<file path="src/rtl/serial_subtractor.sv">
// -----------------------------------------------------------------------------
// serial_subtractor
//
// Bit-serial two's-complement subtractor: diff = a - b (mod 2^WIDTH).
// One full-subtractor cell processes one bit per clock, LSB first, with the
// borrow held in a flop between bits. Control is a start/done handshake.
// An operation takes WIDTH SHIFT cycles plus one DONE cycle, and the unit
// accepts a new start at most once every WIDTH+2 cycles.
//
// Parameters:
//   WIDTH       operand/result width in bits (2..32)
//
// Ports:
//   clk         rising-edge clock
//   rst_n       asynchronous active-low reset
//   start       request, sampled only in IDLE
//   a, b        minuend / subtrahend, captured when start is accepted
//   busy        high while the bit-serial loop runs (SHIFT)
//   done        one-cycle pulse when diff/borrow_out are valid
//   diff        a - b modulo 2^WIDTH, held until the next result
//   borrow_out  final borrow (unsigned a < unsigned b)
//   ovf         signed overflow flag (only when SERIAL_SUB_OVF_EN is defined)
//
// Build option:
//   SERIAL_SUB_OVF_EN  adds the ovf output and the operand MSB capture flops.
// -----------------------------------------------------------------------------
module serial_subtractor #(
  parameter int WIDTH = 8
) (
  input  logic             clk,
  input  logic             rst_n,
  input  logic             start,
  input  logic [WIDTH-1:0] a,
  input  logic [WIDTH-1:0] b,
  output logic             busy,
  output logic             done,
  output logic [WIDTH-1:0] diff,
  output logic             borrow_out
`ifdef SERIAL_SUB_OVF_EN
  ,
  output logic             ovf
`endif
);

  localparam int CNT_W = $clog2(WIDTH);
  localparam logic [CNT_W-1:0] LAST_CNT = CNT_W'(WIDTH - 1);

  localparam logic [1:0] ST_IDLE  = 2'd0;
  localparam logic [1:0] ST_SHIFT = 2'd1;
  localparam logic [1:0] ST_DONE  = 2'd2;

  logic [1:0]       r_state;
  logic [WIDTH-1:0] r_a_sr;
  logic [WIDTH-1:0] r_b_sr;
  logic [WIDTH-1:0] r_r_sr;
  logic             r_borrow;
  logic [CNT_W-1:0] r_cnt;
  logic [WIDTH-1:0] r_diff;
  logic             r_borrow_out;
`ifdef SERIAL_SUB_OVF_EN
  logic             r_a_msb;
  logic             r_b_msb;
  logic             r_ovf;
`endif

  logic w_d;
  logic w_borrow_nxt;
  logic w_last;

  // Full-subtractor cell on the current LSBs.
  assign w_d          = r_a_sr[0] ^ r_b_sr[0] ^ r_borrow;
  assign w_borrow_nxt = (~r_a_sr[0] & r_b_sr[0]) | (~(r_a_sr[0] ^ r_b_sr[0]) & r_borrow);
  assign w_last       = (r_cnt == LAST_CNT);

  // NOTE: every register in this block uses non-blocking assignment so that
  // all right-hand sides see pre-edge values; the shifts and the borrow
  // update depend on that ordering-free behaviour.
  always_ff @(posedge clk or negedge rst_n) begin
    if (!rst_n) begin
      // NOTE: the shift registers are cleared on reset along with the control
      // state, so no stale operand bits survive an abandoned operation.
      r_state      <= ST_IDLE;
      r_a_sr       <= '0;
      r_b_sr       <= '0;
      r_r_sr       <= '0;
      r_borrow     <= 1'b0;
      r_cnt        <= '0;
      r_diff       <= '0;
      r_borrow_out <= 1'b0;
`ifdef SERIAL_SUB_OVF_EN
      r_a_msb      <= 1'b0;
      r_b_msb      <= 1'b0;
      r_ovf        <= 1'b0;
`endif
    end else begin
      case (r_state)
        ST_IDLE: begin
          if (start) begin
            r_a_sr   <= a;
            r_b_sr   <= b;
            r_r_sr   <= '0;
            r_borrow <= 1'b0;
            r_cnt    <= '0;
`ifdef SERIAL_SUB_OVF_EN
            r_a_msb  <= a[WIDTH-1];
            r_b_msb  <= b[WIDTH-1];
`endif
            r_state  <= ST_SHIFT;
          end
        end

        ST_SHIFT: begin
          r_a_sr   <= {1'b0, r_a_sr[WIDTH-1:1]};
          r_b_sr   <= {1'b0, r_b_sr[WIDTH-1:1]};
          r_r_sr   <= {w_d, r_r_sr[WIDTH-1:1]};
          r_borrow <= w_borrow_nxt;
          r_cnt    <= r_cnt + 1'b1;
          if (w_last) begin
            // The bit computed on this edge is the result MSB, so the
            // published value includes it directly.
            r_diff       <= {w_d, r_r_sr[WIDTH-1:1]};
            r_borrow_out <= w_borrow_nxt;
`ifdef SERIAL_SUB_OVF_EN
            r_ovf        <= (r_a_msb ^ r_b_msb) & (r_a_msb ^ w_d);
`endif
            r_state      <= ST_DONE;
          end
        end

        ST_DONE: r_state <= ST_IDLE;

        default: r_state <= ST_IDLE;
      endcase
    end
  end

  assign busy       = (r_state == ST_SHIFT);
  assign done       = (r_state == ST_DONE);
  assign diff       = r_diff;
  assign borrow_out = r_borrow_out;
`ifdef SERIAL_SUB_OVF_EN
  assign ovf        = r_ovf;
`endif

endmodule

</file>
<file path="config.mk">
export PLATFORM = sky130hd
export DESIGN_NAME = serial_subtractor
export DESIGN_NICKNAME = d
export VERILOG_FILES = /design/src/rtl/serial_subtractor.sv
export SDC_FILE = /design/constraint.sdc
export NUM_CORES = 1
export LEC_CHECK = 0
export ABC_AREA = 0
export ABC_CLOCK_PERIOD_IN_PS = 2700
export BUFFER_PORTS_ARGS = -buffer_cell sky130_fd_sc_hd__buf_2
export CORE_MARGIN = 2
export CORE_UTILIZATION = 45
export CTS_BUF_LIST = sky130_fd_sc_hd__clkbuf_4 sky130_fd_sc_hd__clkbuf_8
export CTS_CLUSTER_SIZE = 30
export DETAILED_ROUTE_END_ITERATION = 6
export PLACE_DENSITY_LB_ADDON = 0.05
export SYNTH_ARGS = -nofsm -noshare
export SYNTH_HDL_FRONTEND = slang
export SYNTH_SLANG_ARGS = --single-unit
</file>
<file path="constraint.sdc">
create_clock -name clk -period 2.7 [get_ports clk]
set_input_delay 0.405 -clock clk [delete_from_list [all_inputs] [get_ports clk]]
set_output_delay 0.405 -clock clk [all_outputs]
set_load 0.005 [all_outputs]
</file>
==> results.txt <==
In this run the static leakage power is 0.8737 nW. The clock skew came out at around 0.0048 ns. The nature of the critical path startpoint is a flop. The count of max-cap constraint violations came out at 0. The count of instances resized after the clock tree is built is 0.

The slowest stage of the critical path is the sky130_fd_sc_hd__dfrtp_1 cell. The instance count of the mapped netlist came out at approximately 140. The total overflow left after global routing is 0. The average wire length per cell after detail routing is 15.13 µm. Setup repair after global routing left no endpoint under its margin.

The routed layout has about 1,200 vias. The die boundary height came out at between 60 and 70 µm. Detailed placement ended at an HPWL of between 2000 and 2500 µm.

When the netlist entered floorplanning its net count stood at 160. The internal power contribution is between 1 and 1.5 mW. The starting utilization of the core area came out at 0.4777.

The smallest clock period supported by the final layout is computed as between 2 and 2.5 ns. The portion of total power attributed to sequential cells came out at 0.504. The headroom to the max-slew limit is 0.4426.

The maximum number of buffers from clock root to sink is 2. The TritonCTS clock tree is yes. The dominant combinational cell family by area after synthesis is compound AO/OA/AOI/OAI gates. The path type of the worst setup path is reg -> out. The worst register-to-register path has a depth of 3. The synthesized design spends more area on one cell type than any other, namely sky130_fd_sc_hd__dfrtp_1. The count of yosys warnings during synthesis is 0. The routability congestion estimate from global placement is between 0.7 and 0.8. From synthesis to final layout, the design area changed by 11.81%. The worst path required time is between 2 and 2.5 ns. The mean number of vias per cell came out at 5.687. The switching fraction of total power is 0.3608. In this run the critical register-to-register path is launched from r_state[0]. The detailed-router iteration count before antenna repair came out at 4. The post-synthesis async set-or-reset flop share is 1.000.

For the worst-skew pair, the clock arrives at the later sink with an insertion delay of approximately 0.34 ns. The global-route wire length before repair is 5713 µm. The clock net sink count is 38. For the final routed database, the setup TNS stands at 0 ns.

The worst register-to-register path ends at r_r_sr[1]. The area of placed instances is roughly 1800 µm². The critical path's largest stage delay came out at 0.55 ns. IR analysis of the VDD net gives a maximum drop of approximately 0.54 mV. The share of the cycle needed by the critical path after routing came out at 0.8233. Of the post-synthesis cell area, the dominant cell type holds 0.5828.

The pre-CTS worst setup slack is about 0.9 ns. The hold violation total from the final report came to 0. The sort of element at the end of the critical path is an output pin. The overall routing resource usage came out at 0.1786. The final count of negative-setup-slack endpoints came out at 0. The share of the yosys chip area belonging to registers is 0.5828. The number of buffer cells added on primary ports came out at 29. After clock tree synthesis, the clock-pin slew on the worst setup and hold paths is roughly 0.11 ns. Entering global routing, the biggest net connects 39 pins.

The type of the tightest min-delay check is in -> async. The total number of placement rows is 21. The slew at the pin with the worst max-slew slack came out at around 0.84 ns.

The floorplan step defined a die boundary enclosing between 4000 and 5000 µm². In this run the register-to-register setup slack is roughly 1.0 ns. The clock network power share is 0.158. The count of cell types in the netlist came out at 21. The average instance area after synthesis came out at around 12 µm².

The die width is about 64 µm. The flow ran to the end, and the final reports show no timing, DRC or antenna violations. Of the total synthesized cell area, the portion taken by XOR and XNOR cells is 0. After routing the design area is roughly 1800 µm². The hold buffer count at cts came out at 0.

The arrival time at the worst endpoint came out at between 1.5 and 2 ns. The total core area came out at between 3000 and 4000 µm². Yosys attributes the largest share of cell area to sky130_fd_sc_hd__dfrtp_1, sky130_fd_sc_hd__o22ai_1, sky130_fd_sc_hd__a22o_1. By count the netlist is led by sky130_fd_sc_hd__dfrtp_1, sky130_fd_sc_hd__o22ai_1, sky130_fd_sc_hd__a21oi_1, sky130_fd_sc_hd__a22o_1, sky130_fd_sc_hd__o21ai_0. For this run, the top clock speed supported by timing is between 0.4 and 0.5 GHz. During I/O placement, the number of pins put on the boundary was 30. The number of buffers added by the clock tree synthesis step came out at 5. The compound-cell area share of the yosys netlist is 0.2278. The share of synthesized area spent on multiplexers came out at 0.05521. The remaining routing DRC violations is 0. The tightest hold path in the finished design has a slack of roughly 0.15 ns.

The violation count after the first detailed-route iteration came out at ~120. The number of routed nets with antenna violations came out at 0. In this run the power spent charging and discharging nets is between 700 and 800 µW. In the post-synthesis netlist, the cell with the most instances is sky130_fd_sc_hd__dfrtp_1. The combined area of all synthesized cells came out at roughly 1600 µm². The top fanout value on the critical path is 17. The final routed wirelength across all metal layers came out at ~3200 µm.

The post-CTS setup buffer count is 0. Among all flip-flop cells after synthesis, the most frequent one is sky130_fd_sc_hd__dfrtp_1. The max-slew violation count is 0. Of the total synthesized cell area, the portion taken by AND, OR, NAND and NOR gates is 0.04755. The net count of the finished layout is about 190. Counting flops and latches in the post-synthesis netlist gives 38.

The power density relative to cell area came out at 1094 nW/µm². The repair_antennas step left the layout with diodes totalling 0. The share of final-layout standard cells stronger than drive strength 1 came out at 0.2788. Walking the worst path, the cells encountered are nand2b_1 -> inv_2 -> buf_2. The area share of fa/ha/maj cells after synthesis came out at 0.02761. The level count of the clock H-tree is 2. The number of global-route vias before repair was ~1,200.

The slack of the critical path is ~0.48 ns. The root buffer cell chosen for the clock tree is sky130_fd_sc_hd__clkbuf_4. The combinational power share came out at 0.338. The number of synthesized flops with an enable pin came out at 0.

The number of antenna violations at the first check in global routing came to 0.
[metrics by stage]
stage	utilization	std cells	total power, mW
after CTS	0.5341	211	2.010
after global placement	0.5154	203	1.654
after global routing	0.5341	211	2.172
after detailed placement	0.5154	203	1.692
final	0.5341	211	1.996
after floorplan	-	138	1.514
[how the worst max path moves through the flow]
stage | from | end | slack (ns)
floorplan | r_cnt[0] | diff[1] | 1.27
finish | r_state[0] | busy | 0.48
global route | r_state[0] | busy | 0.32
global placement | r_state[1] | busy | 0.92
CTS | r_state[0] | busy | 0.49
detailed placement | r_state[0] | busy | 0.87
[critical path: cells and delay by family (launching register included)]
kind	cells	cell delay, ns
flip-flops	1	0.55
buffers and inverters	2	0.48
AND/OR/NAND/NOR	1	0.44
[cells in the final DEF (no fill, tap or decap)]
master | netlist | final
sky130_fd_sc_hd__dfrtp_1 | 38 | 38
sky130_fd_sc_hd__buf_2 | 5 | 29
sky130_fd_sc_hd__o22ai_1 | 28 | 28
sky130_fd_sc_hd__a21oi_1 | 15 | 15
sky130_fd_sc_hd__a22o_1 | 9 | 9
sky130_fd_sc_hd__o21ai_0 | 7 | 7
sky130_fd_sc_hd__mux2_2 | 6 | 6
sky130_fd_sc_hd__clkbuf_4 | 0 | 6
sky130_fd_sc_hd__inv_1 | 5 | 5
sky130_fd_sc_hd__nand2_1 | 5 | 5
sky130_fd_sc_hd__nor2_1 | 3 | 3
sky130_fd_sc_hd__nor2b_1 | 2 | 2
sky130_fd_sc_hd__mux2_1 | 2 | 2
sky130_fd_sc_hd__ha_1 | 2 | 2
sky130_fd_sc_hd__nand2b_1 | 1 | 1
sky130_fd_sc_hd__inv_2 | 1 | 1
sky130_fd_sc_hd__nand2b_2 | 1 | 1
sky130_fd_sc_hd__nand3b_4 | 1 | 1
sky130_fd_sc_hd__o21bai_1 | 1 | 1
sky130_fd_sc_hd__fa_1 | 1 | 1
sky130_fd_sc_hd__clkinv_2 | 0 | 1
sky130_fd_sc_hd__clkbuf_8 | 0 | 1
[registers in the layout, indices dropped and copies added (netlist names)]
name	count
diff	8
r_cnt	3
r_r_sr	7
r_borrow	1
r_state	2
borrow_out	1
r_a_sr	8
r_b_sr	8
[logic make-up after synthesis]
logic type                 after synthesis
AOI/OAI and AO/OA                       60
DFF                                     38
buffers and inverters                   16
and+or+nand+nor                         13
muxes                                    8
adders and majority gates                3
[routing by layer]
layer / up-vias / global-route usage / part of all wire
li1: 564 / - / -
met1: 607 / 0.2593 / 0.51
met2: 24 / 0.2591 / 0.44
met3: 5 / 0.06162 / 0.047
met4: 0 / 0.03989 / 0.012
met5: - / 0 / 0
[cell type report]
| type | instances | area (µm²) |
|---|---|---|
| clock buffer | 7 | 58.81 |
| inverter | 6 | 22.52 |
| multi-input combinational | 84 | 584.3 |
| timing repair buffer | 29 | 145.1 |
| fill | 328 | 1592 |
| clock inverter | 1 | 5.005 |
| sequential | 38 | 950.9 |
| tap | 46 | 57.56 |
[power groups by stage]
stage               sequential, mW  combinational, mW  clock (mW)
floorplan                    0.956              0.558           0
global placement             0.999              0.655           0
detailed placement            1.02              0.677           0
CTS                           1.00              0.678       0.330
global route                  1.04              0.770       0.358
finish                        1.00              0.675       0.316
Note: power is estimated with default switching activity, not from simulation.
